===== src/rtl/ps2_pkg.sv =====
// Shared definitions for the PS/2 set-2 keycode decoder.
//   ps2_state_t : decoder FSM states (idle, after E0, after F0, after E0 F0)
//   SC_*        : scan-code bytes the decoder recognises
package ps2_pkg;

  typedef enum logic [1:0] {
    ST_IDLE     = 2'd0,
    ST_GOT_E0   = 2'd1,
    ST_GOT_F0   = 2'd2,
    ST_GOT_E0F0 = 2'd3
  } ps2_state_t;

  localparam logic [7:0] SC_E0    = 8'hE0;  // extended prefix
  localparam logic [7:0] SC_F0    = 8'hF0;  // break (release) prefix
  localparam logic [7:0] SC_W     = 8'h1D;
  localparam logic [7:0] SC_S     = 8'h1B;
  localparam logic [7:0] SC_UP    = 8'h75;  // E0-prefixed
  localparam logic [7:0] SC_DOWN  = 8'h72;  // E0-prefixed
  localparam logic [7:0] SC_SPACE = 8'h29;
  localparam logic [7:0] SC_NUL   = 8'h00;  // keyboard error / overrun
  localparam logic [7:0] SC_ERR   = 8'hFF;  // keyboard error / overrun

  function automatic logic is_prefix(input logic [7:0] b);
    return (b == SC_E0) || (b == SC_F0);
  endfunction

endpackage


===== src/rtl/ps2_keycode_decoder.sv =====
// PS/2 set-2 scan-code decoder with a small game key map.
// Turns the byte stream from a PS/2 receiver into press/release events and
// held-key levels, flagging illegal sequences and stalled prefixes.
//   clk, rst_n          : system clock (rising edge), async active-low reset
//   key_valid, key_data : one-cycle strobe + byte from the PS/2 receiver
//   evt_valid           : one-cycle strobe, decoded key event
//   evt_code/ext/break  : final byte, E0 flag, release flag (held until next event)
//   p1_up .. start_key  : held-key levels (W, S, Up, Down, Space)
//   proto_err           : one-cycle strobe, illegal sequence or prefix timeout
module ps2_keycode_decoder
  import ps2_pkg::*;
#(
  parameter int TIMEOUT_CYCLES = 1000000
) (
  input  logic       clk,
  input  logic       rst_n,
  input  logic       key_valid,
  input  logic [7:0] key_data,
  output logic       evt_valid,
  output logic [7:0] evt_code,
  output logic       evt_ext,
  output logic       evt_break,
  output logic       p1_up,
  output logic       p1_down,
  output logic       p2_up,
  output logic       p2_down,
  output logic       start_key,
  output logic       proto_err
);

  localparam int CNT_W = (TIMEOUT_CYCLES > 1) ? $clog2(TIMEOUT_CYCLES) : 1;
  localparam logic [CNT_W-1:0] CNT_LAST = CNT_W'(TIMEOUT_CYCLES - 1);

  ps2_state_t       state_reg, state_next;
  logic [CNT_W-1:0] cnt_reg, cnt_next;
  logic             armed_reg;
  logic             kv;
  logic             emit, emit_ext, emit_brk, err_next;

  // armed_reg stays low for the first edge after reset release so a byte
  // strobed on that edge is dropped rather than half-processed.
  assign kv = key_valid & armed_reg;

  always_comb begin
    state_next = state_reg;
    cnt_next   = cnt_reg;
    emit       = 1'b0;
    emit_ext   = 1'b0;
    emit_brk   = 1'b0;
    err_next   = 1'b0;
    if (kv) begin
      // A byte always wins over a coinciding timeout.
      cnt_next   = '0;
      state_next = ST_IDLE;
      unique case (state_reg)
        ST_IDLE: begin
          if (key_data == SC_E0)                               state_next = ST_GOT_E0;
          else if (key_data == SC_F0)                          state_next = ST_GOT_F0;
          else if (key_data == SC_NUL || key_data == SC_ERR)   err_next   = 1'b1;
          else                                                 emit       = 1'b1;
        end
        ST_GOT_E0: begin
          if (key_data == SC_F0)      state_next = ST_GOT_E0F0;
          else if (key_data == SC_E0) state_next = ST_GOT_E0;
          else begin
            emit     = 1'b1;
            emit_ext = 1'b1;
          end
        end
        ST_GOT_F0: begin
          if (is_prefix(key_data)) err_next = 1'b1;
          else begin
            emit     = 1'b1;
            emit_brk = 1'b1;
          end
        end
        ST_GOT_E0F0: begin
          if (is_prefix(key_data)) err_next = 1'b1;
          else begin
            emit     = 1'b1;
            emit_ext = 1'b1;
            emit_brk = 1'b1;
          end
        end
        default: state_next = ST_IDLE;
      endcase
    end else if (state_reg != ST_IDLE) begin
      if (cnt_reg == CNT_LAST) begin
        state_next = ST_IDLE;
        err_next   = 1'b1;
        cnt_next   = '0;
      end else begin
        cnt_next = cnt_reg + 1'b1;
      end
    end else begin
      cnt_next = '0;
    end
  end

  always_ff @(posedge clk or negedge rst_n) begin
    if (!rst_n) begin
      state_reg <= ST_IDLE;
      cnt_reg   <= '0;
      armed_reg <= 1'b0;
      evt_valid <= 1'b0;
      evt_code  <= 8'h00;
      evt_ext   <= 1'b0;
      evt_break <= 1'b0;
      proto_err <= 1'b0;
      p1_up     <= 1'b0;
      p1_down   <= 1'b0;
      p2_up     <= 1'b0;
      p2_down   <= 1'b0;
      start_key <= 1'b0;
    end else begin
      state_reg <= state_next;
      cnt_reg   <= cnt_next;
      armed_reg <= 1'b1;
      evt_valid <= emit;
      proto_err <= err_next;
      if (emit) begin
        evt_code  <= key_data;
        evt_ext   <= emit_ext;
        evt_break <= emit_brk;
        // The E0 flag is part of the key identity: E0 1D is not W.
        case ({emit_ext, key_data})
          {1'b0, SC_W}:     p1_up     <= ~emit_brk;
          {1'b0, SC_S}:     p1_down   <= ~emit_brk;
          {1'b1, SC_UP}:    p2_up     <= ~emit_brk;
          {1'b1, SC_DOWN}:  p2_down   <= ~emit_brk;
          {1'b0, SC_SPACE}: start_key <= ~emit_brk;
          default: ;
        endcase
      end
    end
  end

endmodule


===== config.mk =====
export PLATFORM = sky130hd
export DESIGN_NAME = ps2_keycode_decoder
export DESIGN_NICKNAME = d
export VERILOG_FILES = /design/src/rtl/ps2_pkg.sv /design/src/rtl/ps2_keycode_decoder.sv
export SDC_FILE = /design/constraint.sdc
export NUM_CORES = 1
export LEC_CHECK = 0
export ABC_AREA = 1
export BUFFER_PORTS_ARGS = -buffer_cell sky130_fd_sc_hd__buf_4
export CAP_MARGIN = 30
export CORE_ASPECT_RATIO = 0.9
export CORE_MARGIN = 2
export CORE_UTILIZATION = 60
export CTS_BUF_LIST = sky130_fd_sc_hd__clkbuf_4 sky130_fd_sc_hd__clkbuf_8 sky130_fd_sc_hd__clkbuf_16
export DETAILED_ROUTE_END_ITERATION = 10
export PLACE_DENSITY = 0.83
export SLEW_MARGIN = 20
export SYNTH_ARGS = -nofsm -noshare
export SYNTH_HDL_FRONTEND = slang
export SYNTH_SLANG_ARGS = --single-unit

===== constraint.sdc =====
create_clock -name clk -period 2.6 [get_ports clk]
set_input_delay 0.13 -clock clk [delete_from_list [all_inputs] [get_ports clk]]
set_output_delay 0.13 -clock clk [all_outputs]
set_load 0.02 [all_outputs]

==> results of run 1 <==
worst min-delay path by stage:
stage                   to  slack [ns]
4_1_cts        evt_code[6]        0.06
5_1_grt        evt_code[6]        0.09
3_5_place_dp         p2_up        0.13
2_1_floorplan    armed_reg       -0.17
6_report       evt_code[6]        0.07
3_3_place_gp       p1_down        0.13
through the flow:
step / util, % / hold WS [ns]
global route: 72.61 / 0.09133
global placement: 69.40 / 0.1301
floorplan: - / -0.1656
CTS: 72.61 / 0.06328
finish: 72.61 / 0.06801
detailed placement: 69.40 / 0.1304
metal layers:
metal  track usage (%)  vias up
met5                 0        -
met4             7.872        0
met3             5.273        8
met2             32.86       72
met1             34.31      803
li1                  -      904
logic make-up (layout without fill, tap and decap cells):
family	Yosys count	in the layout	synth area share (%)
AND/OR/NAND/NOR	165	165	36.10
flip-flops	40	40	48.05
buffers and inverters	30	64	5.886
AO/OA/AOI/OAI	19	19	5.826
XOR/XNOR	8	8	3.363
adder cells (fa/ha/maj)	1	1	0.6005
other	1	1	0.1800
worst max-delay path, delay by kind of cell, from the launching register on:
| kind | cells | cell delay, ns |
|---|---|---|
| adder cells (fa/ha/maj) | 1 | 0.24 |
| buffers and inverters | 1 | 0.22 |
| AND/OR/NAND/NOR | 5 | 0.65 |
| flip-flops | 1 | 0.41 |
final cells by class:
| type | instances | area, sq um |
|---|---|---|
| Fill cell | 264 | 918.4 |
| Clock buffer | 8 | 97.59 |
| Tap cell | 44 | 55.05 |
| Inverter | 27 | 101.3 |
| Sequential cell | 40 | 1001 |
| Timing Repair Buffer | 29 | 220.2 |
| Multi-Input combinational cell | 194 | 959.7 |
synth_stat cells, types with 2 or more instances:
cell type / instances
sky130_fd_sc_hd__buf_2: 2
sky130_fd_sc_hd__inv_1: 26
sky130_fd_sc_hd__o21ai_0: 8
sky130_fd_sc_hd__nand2_2: 5
sky130_fd_sc_hd__nor3b_1: 5
sky130_fd_sc_hd__a21oi_1: 3
sky130_fd_sc_hd__nand3_1: 19
sky130_fd_sc_hd__xnor2_1: 3
sky130_fd_sc_hd__nor2_1: 43
sky130_fd_sc_hd__o21ai_2: 6
sky130_fd_sc_hd__nor2_2: 3
sky130_fd_sc_hd__nor3_1: 6
sky130_fd_sc_hd__xor2_1: 5
sky130_fd_sc_hd__nand4_1: 9
sky130_fd_sc_hd__dfrtp_1: 40
sky130_fd_sc_hd__nand2_1: 70
power groups by stage:
stage | combinational, mW | sequential, mW | clock [mW]
after floorplan | 0.0470 | 0.689 | 0
after global placement | 0.137 | 0.664 | 0
after detailed placement | 0.139 | 0.665 | 0
after CTS | 0.141 | 0.653 | 0.444
after global routing | 0.153 | 0.654 | 0.469
final | 0.139 | 0.653 | 0.434
cell usage in the layout, fill, tap and decap left out:
cell type,instances
sky130_fd_sc_hd__nand4_1,9
sky130_fd_sc_hd__nand2_4,1
sky130_fd_sc_hd__conb_1,1
sky130_fd_sc_hd__o21ai_0,8
sky130_fd_sc_hd__nor2_8,1
sky130_fd_sc_hd__clkbuf_4,2
sky130_fd_sc_hd__o31ai_1,1
sky130_fd_sc_hd__xnor2_1,3
sky130_fd_sc_hd__nor4_1,1
sky130_fd_sc_hd__inv_1,26
sky130_fd_sc_hd__xor2_1,5
sky130_fd_sc_hd__ha_1,1
sky130_fd_sc_hd__inv_2,1
sky130_fd_sc_hd__clkbuf_8,6
sky130_fd_sc_hd__dfrtp_1,40
sky130_fd_sc_hd__nor3_1,6
sky130_fd_sc_hd__buf_4,28
sky130_fd_sc_hd__nand3_1,19
sky130_fd_sc_hd__nor2_4,1
sky130_fd_sc_hd__nor2_1,43
sky130_fd_sc_hd__o21ai_2,6
sky130_fd_sc_hd__nand2_1,70
sky130_fd_sc_hd__dlygate4sd3_1,1
sky130_fd_sc_hd__nor3_2,1
sky130_fd_sc_hd__a21oi_1,3
sky130_fd_sc_hd__o22ai_1,1
sky130_fd_sc_hd__nand2_2,5
sky130_fd_sc_hd__nor3b_1,5
sky130_fd_sc_hd__nor2_2,3
repair_timing:
item                                    in CTS  in global routing
gates resized for setup                      0                  0
hold buffers                                 1                  0
hold endpoints to repair                    40                  0
endpoints found under the setup margin       0                  0
==> impl_summary.md, run 1 <==
Critical path
The flop-to-flop setup slack is 1.0 ns. STA puts the critical path data arrival time at 1.80 ns. The critical path starts at cnt_reg[0]. STA classifies the critical path endpoint as a flip-flop. Counting stages on the worst path, the most repeated cell is sky130_fd_sc_hd__nand3_1. Of all nets on the critical path, the largest fanout is 20. The worst setup path is launched from a flip-flop. The required time at the worst-slack endpoint is 2.79 ns. Measured in cells, the most critical reg-to-reg path has a length of 7. The worst register-to-register path ends at cnt_reg[3]. The critical path class is reg -> reg. The worst-path cell with the longest stage delay is sky130_fd_sc_hd__dfrtp_1. The startpoint of the most critical register-to-register path is cnt_reg[0]. For this run, the slowest stage of the critical path takes 0.41 ns. The signal on the critical path passes through ha_1 -> nand3_1 -> nor2_1 -> nand3_1 -> nand3_1 -> buf_4 -> nor3b_1. The critical path ends at cnt_reg[3].

STA
The final max-slew violation count is 0. The worst setup skew after layout is 0.004987 ns. The setup slack after layout is 0.9963 ns. The hold violation count in the final report is 0. For this run, the top clock speed supported by timing is a little over 0.6 GHz. Dividing the final minimum period by the clock period gives 61.68%. After routing, the total negative slack on setup checks comes to 0 ns. Setup repair after global routing left no endpoint under its margin. The clock period could shrink to between 1.5 and 2 ns. Setup violations remaining at the end of the flow were counted as 0.

Logic synthesis
The flip-flop and latch count after synthesis is 40. The share of synthesized flip-flops with an asynchronous set or reset is 100.0%. The net count after synthesis is 276.

The biggest area contributor in the post-synthesis netlist is sky130_fd_sc_hd__dfrtp_1. The synthesized instance count is 264. For this run, the number of Yosys warnings is 0. The number of flops mapped to enable cells by yosys is 0. The number of distinct library cells after synthesis is 27. The sequential area share after synthesis is 48.05%. Ranked by total cell area, the synthesized netlist is headed by sky130_fd_sc_hd__dfrtp_1 (48%), sky130_fd_sc_hd__nand2_1 (13%), sky130_fd_sc_hd__nor2_1 (7.7%).

The cell area after synthesis is between 2000 and 2500 sq um. The most used flip-flop cell after synthesis is sky130_fd_sc_hd__dfrtp_1. The average cell area after synthesis is 7.891 sq um. The area share of the largest cell type after synthesis is between 40 and 50%.

Clock tree
The post-CTS repair timing setup buffer count is 0. The latest clock arrival within the worst-skew pair is 0.29 ns. The number of CTS-inserted buffers is 5. The clock net in this run drives a total of 40 sinks. The H-tree level count is 2. The clock-pin transition on the worst setup and hold timing paths is 0.07 ns.

The CTS tree is built. The maximum number of buffers from clock root to sink is 2. The tree is rooted in a sky130_fd_sc_hd__clkbuf_8.

Pwr
The cell-internal power is 0.9331 mW. The net switching power is a little under 0.3 mW. Of the total power, registers draw 53.2%. The total power draw is approximately 1.2 mW. The switching share of power is 23.90%. The peak supply drop is between 300 and 400 uV. The leakage power total is roughly 1.1 nW. The share of power burned in the clock network is 35.4%.

In this run, the combinational gates consume 11.4% of the power. In this run the power density over the cells is 503.6 nW/um^2.

Hold path
The path class of the lowest-slack min-delay path is in -> reg. In this run the most critical hold path is launched from key_data[6]. The worst hold path passes through 3 cells.

Drt
After detailed routing, the number of remaining DRC violations is 0. Once detail routing completed, the nets flagged for antenna violations numbered 0. The routed layout has between 1,500 and 2,000 vias. Wires add up to 4204 um.

The number of violations reported at the end of detailed-routing iteration 0 is 152. The topmost layer with routed signal wires is met4. The routed length per placed instance is 12.29 um. Detailed routing placed a total of ~260 um of wire on met3. In the routed layout, each cell is associated on average with a via count of 5.225. Detailed routing placed a total of 1809 um of wire on met2. The number of search-and-repair iterations in the first detailed-routing pass is 4. The routed length on met1 is 2066 um.

Floorplan
From bottom edge to top edge, the die measures 59.90 um. The die is 66.11 um wide. Pin placement for this block handled 28 I/O pins.

The starting density of the core is 62.13%. The floorplan step defined a die boundary enclosing 3960 sq um. The site row count is 20. The region available for standard cell placement spans around 3400 sq um.

Layout
Once layout is done, the placed cells without fillers occupy between 2000 and 2500 sq um. The final cell count without fillers is 342. The register with the most flip-flops in the layout has 20 of them. The final-stage net count is 309.

The area added between synthesis and finish is 16.88%. The count of inserted antenna diode cells is 0. Cells with a size suffix above 1 make up 18.46% of the layout.

GRT
The number of antenna violations at the first check in global routing was 0. The first global-routing pass estimated around 6800 um of wire. The via count of the first global-routing pass was 1,514. In the global route stage, overall resource usage came out at 22.96%.

After global routing the overflow that remains totals 0. Entering global routing, the biggest net connects 41 pins.

Placement
At the placement stage, the worst setup path has a slack of 1.039 ns. The wire-length estimate of the detail-placed layout is 2981 um. The standard cell area after detailed placement is approximately 2300 sq um. The number of instances in the placed design is 333. At the end of routability-driven placement, the weighted congestion stood at between 0.8 and 0.9. The number of buffers inserted by port buffering is 27.

Job
The count of max-cap constraint violations is 0.

Run status
The run finished with clean final reports.
(Power assumes the default switching activity.)
==> inputs of run 2 (changes only) <==
--- a/config.mk
+++ b/config.mk
@@ -10,10 +10,10 @@
 export CAP_MARGIN = 30
 export CORE_ASPECT_RATIO = 0.9
 export CORE_MARGIN = 2
-export CORE_UTILIZATION = 60
+export CORE_UTILIZATION = 57
 export CTS_BUF_LIST = sky130_fd_sc_hd__clkbuf_4 sky130_fd_sc_hd__clkbuf_8 sky130_fd_sc_hd__clkbuf_16
 export DETAILED_ROUTE_END_ITERATION = 10
-export PLACE_DENSITY = 0.83
+export PLACE_DENSITY = 0.79
 export SLEW_MARGIN = 20
 export SYNTH_ARGS = -nofsm -noshare
 export SYNTH_HDL_FRONTEND = slang
==> constraint.sdc (replaced) <==
create_clock -name clk -period 1.64 [get_ports clk]
set_input_delay 0.082 -clock clk [delete_from_list [all_inputs] [get_ports clk]]
set_output_delay 0.082 -clock clk [all_outputs]
set_load 0.02 [all_outputs]
==> run 2 against run 1 <==
Via count down 0.22%; sequential power up 59%; cell count up 0.29%; combinational power up 60%; clock power up 46%; non-clock buffer count up 2; die area up 4.9%; first-iteration DRC count down 26%.
==> impl_summary.md, run 2 (synthesis gave the netlist of run 1 again) <==
Placement
The placed wire-length estimate came to 3155 um (+5.8%). The placement-stage worst setup slack is 0.06920 ns (-0.9697 ns). The routability congestion estimate came to 0.8548 (-1.4%). The standard cell area after detailed placement is 2335 sq um (+0.32%). The number of buffers inserted by port buffering is 27 (unchanged).

GRT
The global route total overflow came to 0 (unchanged). The global-route wire length before repair is 7369 um (+8.5%). The number of antenna violations at the first check in global routing came to 0 (unchanged).

The global router's overall resource usage is 24.21% (+1.2 points). The largest net degree at the start of global routing came to 41 (unchanged). The via count of the first global-routing pass was 1,626 (+7.4%).

Critical path
The arrival time reported for the critical path endpoint came to 1.75 ns (-0.05 ns). The maximum fanout along the worst path came to 10 (-50%). The critical path class is reg -> reg. The type of destination of the critical path is a flip-flop. The element type at the critical path start is a flip-flop. The required time at the worst-slack endpoint is 1.84 ns (-0.95 ns).

Layout
The library cells used most frequently in the layout, excluding fill and tap cells, are sky130_fd_sc_hd__nand2_1 (70), sky130_fd_sc_hd__nor2_1 (42), sky130_fd_sc_hd__dfrtp_1 (40), sky130_fd_sc_hd__buf_4 (30), sky130_fd_sc_hd__inv_1 (26). Relative to the synthesized area, the layout overhead comes to 17.72%. The total non-filler cell area in the finished layout was 2452 sq um (+0.72%). The most frequent standard cell in the layout excluding fill and tap cells is sky130_fd_sc_hd__nand2_1. The fill cell total of the finished layout is 275 (+4.2%). The final-stage net count is 311 (+0.65%). The count of inserted antenna diode cells is 0 (unchanged).

The flip-flop count of the largest register, all copies and words added is 20 (unchanged). The fraction of layout instances using a drive strength above 1 was 19.40% (+0.94 points).

Pwr
The peak supply drop is 651.2 uV (+88%). The share of power burned in the clock network came to 33.5% (-1.9 points). The share of power burned in registers came to 54.7% (+1.5 points).

The net switching power is 0.4851 mW (+65%). The cell-internal power is 1.409 mW (+51%). The leakage power total is 1.128 nW (+1.7%). The switching share of power came to 25.61% (+1.7 points). The total power draw is 1.894 mW (+54%). The power per cell area is 772.4 nW/um^2 (+53%).

The logic gate share of total power is 11.8% (+0.4 points).

Drt
The wire length reported by the detailed router was 4380 um (+4.2%). The residual DRC count was 0 (unchanged). The overall via count from detail_route was 1,783 (-0.22%). The number of antenna-violating nets in the routed design is 0 (unchanged). The routed length per placed instance is 12.77 um (+3.9%). The post-detailed-route via-to-cell ratio is 5.198 (-0.51%). The number of violations reported at the end of detailed-routing iteration 0 is 112 (-26%). The number of search-and-repair iterations in the first detailed-routing pass came to 4 (unchanged).

STA
The sum of negative setup slack is 0 ns (unchanged). The worst setup skew after layout is 0.007446 ns (+0.002459 ns). The hold violation count in the final report is 0 (unchanged). The final max-slew violation count is 0 (unchanged).

The final critical path time including I/O delays and setup came to 1.546 ns (-0.05757 ns). The final worst-path cycle share is 94.28% (+33 points). The fmax is 0.6468 GHz (+3.7%).

The setup slack after layout is 0.09388 ns (-0.9024 ns). The final number of setup-violating endpoints is 0 (unchanged).

Clock tree
The sink count of the clock tree is 40 (unchanged). Clock tree synthesis selected as its root buffer the cell sky130_fd_sc_hd__clkbuf_8. The number of CTS-inserted buffers is 5 (unchanged). TritonCTS built the clock tree. The maximum number of buffers from clock root to sink is 2 (unchanged). The H-tree level count is 2 (unchanged). The latest clock arrival within the worst-skew pair came to 0.30 ns (about the same). The clock-pin transition on the worst setup and hold timing paths is 0.08 ns (about the same).

Job
The count of max-cap constraint violations is 0 (unchanged).

Hold path
The path class of the lowest-slack min-delay path is in -> reg.

Floorplan
The horizontal extent of the die came to 67.73 um (+2.4%). The overall die height was 61.36 um (+2.4%). The site row count is 20 (unchanged). The I/O pin count was 28 (unchanged). The area of the die is 4155 sq um (+4.9%). The starting density of the core is 60.77% (-1.4 points). The core area came to 3428 sq um (+2.2%).

Run status
The run finished with clean final reports.
[run 2: cell types whose count changed in the layout (fill, tap and decap cells not counted), sizes merged]
cell    previous run  this run
clkbuf             8         6
clkinv             0         1
buf               28        30
[run 2: area by class of cell]
class | instances | area [sq um] | area share, %
Sequential cell | 40 | 1001 | 40.82
Clock inverter | 1 | 5.005 | 0.2041
Clock buffer | 6 | 76.32 | 3.112
Inverter | 27 | 101.3 | 4.133
Tap cell | 44 | 55.05 | 2.245
Timing Repair Buffer | 31 | 235.2 | 9.592
Multi-Input combinational cell | 194 | 978.4 | 39.90
[run 2: final timing paths]
kind | start | to | slack, ns | cells after the start
worst max-delay path | cnt_reg[0] | cnt_reg[7] | 0.09 | 7
max in group asynchronous | rst_n | cnt_reg[13] | 1.01 | 2
worst min register to register | cnt_reg[0] | cnt_reg[0] | 0.46 | 1
min in group asynchronous | rst_n | evt_code[3] | 0.29 | 2
worst max register to register | cnt_reg[0] | cnt_reg[7] | 0.09 | 7
worst min-delay path | key_data[6] | evt_code[6] | 0.03 | 3
[run 2: layer usage]
metal  vias to the layer above  GRT usage (%)  wire, um
li1                        912              -         -
met1                       814          36.85      2173
met2                        50          32.91      1857
met3                         7          5.484       284
met4                         0          10.50        65
met5                         -              0         0
[run 2: critical path, cell delays in order, from the launching register on]
cell and delay [ns]:
sky130_fd_sc_hd__dfrtp_1 0.40, sky130_fd_sc_hd__ha_1 0.24, sky130_fd_sc_hd__nand3_2 0.13, sky130_fd_sc_hd__nor2_1 0.06, sky130_fd_sc_hd__nand3_1 0.11, sky130_fd_sc_hd__nand3_1 0.13
sky130_fd_sc_hd__buf_4 0.20, sky130_fd_sc_hd__nor3_1 0.19
[run 2: timing repair]
action | 4_1_cts | 5_1_grt
endpoints found under the setup margin | 0 | 7
gates resized for setup | 0 | 4
hold endpoints to repair | 40 | 0
setup buffers | 0 | 1
hold buffers | 1 | 0
[run 2: power groups by stage]
stage | clock network (mW) | logic [mW] | registers, mW
finish | 0.635 | 0.223 | 1.04
global route | 0.683 | 0.248 | 1.04
CTS | 0.641 | 0.227 | 1.04
detailed placement | 0 | 0.222 | 1.06
global placement | 0 | 0.218 | 1.05
floorplan | 0 | 0.0745 | 1.09
[run 2: stage by stage]
step / utilization [%] / instances / hold WS, ns
CTS: 70.77 / 342 / 0.03086
floorplan: - / 264 / -0.2136
global placement: 68.10 / 334 / 0.08173
global route: 71.53 / 343 / 0.03051
detailed placement: 68.10 / 334 / 0.08617
finish: 71.53 / 343 / 0.02563
==> inputs of run 3 (changes only) <==
--- a/config.mk
+++ b/config.mk
@@ -7,13 +7,13 @@
 export LEC_CHECK = 0
 export ABC_AREA = 1
 export BUFFER_PORTS_ARGS = -buffer_cell sky130_fd_sc_hd__buf_4
-export CAP_MARGIN = 30
+export CAP_MARGIN = 20
 export CORE_ASPECT_RATIO = 0.9
 export CORE_MARGIN = 2
 export CORE_UTILIZATION = 57
 export CTS_BUF_LIST = sky130_fd_sc_hd__clkbuf_4 sky130_fd_sc_hd__clkbuf_8 sky130_fd_sc_hd__clkbuf_16
 export DETAILED_ROUTE_END_ITERATION = 10
-export PLACE_DENSITY = 0.79
+export PLACE_DENSITY_LB_ADDON = 0.25
 export SLEW_MARGIN = 20
 export SYNTH_ARGS = -nofsm -noshare
 export SYNTH_HDL_FRONTEND = slang
==> run 3 against run 2 <==
Setup slack better by 0.023 ns; non-clock buffer count unchanged; cell count up 0.29%; clock power up 3%; wire length down 3.8%; count of clock-buffer cells in the layout unchanged; flip-flop and latch count unchanged; final area up 0.41%; maximum frequency up 1.5%; via count up 0.50%; register-to-register slack better by 0.02 ns; critical path type unchanged.
==> impl_summary.md, run 3 (synthesis gave the netlist of run 1 again) <==
Run status
The flow ran to the end, and the final reports show no timing, DRC or antenna violations.

Layout
The share of the core filled with cells is 71.82% (+0.29 points). The storage element area is 1001 sq um (unchanged). Relative to the synthesized area, the layout overhead comes to 18.20%. The count of inserted antenna diode cells was 0 (unchanged).

The fill cell total of the finished layout is 270 (-1.8%). The area used by multi-input combinational logic is 977.2 sq um (-0.13%). Leaving out fill and tap cells, the most frequent cells in the layout are sky130_fd_sc_hd__nand2_1 (70), sky130_fd_sc_hd__nor2_1 (41), sky130_fd_sc_hd__dfrtp_1 (40), sky130_fd_sc_hd__buf_4 (30), sky130_fd_sc_hd__inv_1 (26). Leaving out fill and tap cells, the most frequent cell in the layout is sky130_fd_sc_hd__nand2_1. The fraction of layout instances using a drive strength above 1 is 20.33% (+0.94 points). The total non-filler cell area in the finished layout is 2462 sq um (+0.41%). The final-stage net count came to 311 (unchanged). The flip-flop count of the largest register, all copies and words added is 20 (unchanged).

Critical path
The cell family contributing the most delay on the critical path is simple AND/OR/NAND/NOR gates. The required time at the worst-slack endpoint is 1.82 ns (-0.02 ns). The maximum fanout along the worst path is 9 (-1). Counting stages on the worst path, the most repeated cell is sky130_fd_sc_hd__nand3_1. The stage delay of the slowest cell on the critical path is 0.38 ns (-0.02 ns). The type of destination of the critical path is a flip-flop. The critical path class is reg -> reg. Traced cell by cell, the critical path runs through ha_2 -> nand3_2 -> nor2_2 -> nand3_1 -> nand3_1 -> buf_4 -> inv_1 -> nand2_1 -> nor2_1.

The worst setup path is launched from a flip-flop. On the critical path, the stage with the largest delay is an instance of sky130_fd_sc_hd__dfrtp_1. The arrival time reported for the critical path endpoint is 1.70 ns (-0.05 ns). The worst path buffer plus inverter count is 2 (+1).

Pwr
The cell-internal power is 1.439 mW (+2.1%). The share of power burned in registers was 54.2% (-0.5 points). The peak supply drop came to 845.8 uV (+30%).

The switching share of power was 24.66% (-0.95 points). The net switching power is 0.4710 mW (-2.9%). The power per cell area is 775.7 nW/um^2 (+0.42%).

The leakage power total was 1.114 nW (-1.2%). The share of power burned in the clock network was 34.2% (+0.7 points). The logic gate share of total power is 11.6% (-0.2 points).

STA
The final critical path time including I/O delays and setup is 1.523 ns (-0.02346 ns). The final worst-path cycle share is 92.85% (-1.4 points). The final number of setup-violating endpoints was 0 (unchanged). The sum of negative setup slack was 0 ns (unchanged). The fmax came to 0.6567 GHz (+1.5%).

The final max-slew violation count is 0 (unchanged). The worst setup skew after layout is 0.004856 ns (-0.002590 ns). The hold violation count in the final report is 0 (unchanged).

Drt
The routed length per placed instance was 12.25 um (-4.1%). The number of search-and-repair iterations in the first detailed-routing pass is 4 (unchanged). The overall via count from detail_route is 1,792 (+0.50%). The wire length reported by the detailed router is 4213 um (-3.8%). The post-detailed-route via-to-cell ratio is 5.209 (+0.21%). The number of antenna-violating nets in the routed design came to 0 (unchanged). The number of violations reported at the end of detailed-routing iteration 0 is 174 (+55%).

The residual DRC count came to 0 (unchanged).

Clock tree
The maximum number of buffers from clock root to sink is 2 (unchanged). The number of CTS-inserted buffers is 5 (unchanged). The H-tree level count was 2 (unchanged). The sink count of the clock tree came to 40 (unchanged). The clock-pin transition on the worst setup and hold timing paths is 0.07 ns (about the same). The latest clock arrival within the worst-skew pair is 0.29 ns (about the same). The root buffer cell is sky130_fd_sc_hd__clkbuf_8. TritonCTS built the clock tree.

GRT
The largest net degree at the start of global routing came to 41 (unchanged). The number of antenna violations at the first check in global routing came to 0 (unchanged). The via count of the first global-routing pass is 1,656 (+1.8%). The global route total overflow is 0 (unchanged). The global-route wire length before repair came to 7369 um (unchanged).

The global router's overall resource usage is 23.99% (-0.22 points).

Placement
The routability congestion estimate came to 0.8655 (+1.3%). The number of buffers inserted by port buffering is 27 (unchanged). The placed wire-length estimate is 3135 um (-0.64%). The standard cell area after detailed placement was 2335 sq um (unchanged).

Floorplan
The overall die height is 61.36 um (unchanged). The horizontal extent of the die was 67.73 um (unchanged). The site row count is 20 (unchanged). The starting density of the core is 60.77% (unchanged). The I/O pin count is 28 (unchanged). The core area is 3428 sq um (unchanged).

The area of the die is 4155 sq um (unchanged).

Job
The count of max-cap constraint violations is 0 (unchanged).

Hold path
The path class of the lowest-slack min-delay path is in -> reg.
==> run 3: cell count changes in the layout (fill, tap and decap cells not counted), sizes merged <==
cell and delta:
clkinv +1
==> run 3: what timing repair did <==
item	4_1_cts	5_1_grt
setup buffers	0	1
hold endpoints to repair	40	0
hold buffers	1	0
resized for setup	0	5
endpoints found under the setup margin	0	8
==> run 3: tightest hold or removal path: cells and delay by family <==
family	cells	cell delay (ns)
and+or+nand+nor	2	0.11
buffers and inverters	1	0.10
==> run 3: metal layers <==
layer	part of all wire (%)	GRT usage [%]
met5	0	0
met4	1.6	7.872
met3	5.1	5.850
met2	43	35.43
met1	50	34.92
==> run 3: final cells by class <==
type / instances / area share (%)
well taps: 44 / 2.236
flip-flops and latches: 40 / 40.65
repair buffers: 31 / 9.553
clock inverters: 2 / 0.4065
clock buffers: 6 / 3.354
inverters: 27 / 4.116
multi-input cells: 194 / 39.68
==> run 3: per-stage QoR <==
stage	setup WS (ns)	hold WS [ns]	power, mW	cells
floorplan	0.2506	-0.2136	1.167	264
global placement	0.1811	0.08236	1.271	334
detailed placement	0.1070	0.08347	1.275	334
CTS	0.08294	0.03671	1.934	343
global route	-0.01292	0.06175	2.005	344
finish	0.1173	0.03898	1.910	344
==> run 3: power by group through the flow <==
stage / Clock, mW / Combinational (mW) / Sequential [mW]
3_5_place_dp: 0 / 0.222 / 1.05
2_1_floorplan: 0 / 0.0745 / 1.09
4_1_cts: 0.675 / 0.225 / 1.03
6_report: 0.653 / 0.222 / 1.03
5_1_grt: 0.718 / 0.248 / 1.04
3_3_place_gp: 0 / 0.218 / 1.05
==> run 3: final timing paths <==
check | start | endpoint | slack (ns) | depth (start not counted)
hold / removal | key_data[6] | evt_code[6] | 0.04 | 3
setup reg to reg | cnt_reg[0] | cnt_reg[19] | 0.12 | 9
setup / recovery | cnt_reg[0] | cnt_reg[19] | 0.12 | 9
min in group asynchronous | rst_n | cnt_reg[1] | 0.32 | 2
hold reg to reg | p1_up | p1_up | 0.48 | 2
max in group asynchronous | rst_n | p2_down | 0.98 | 2
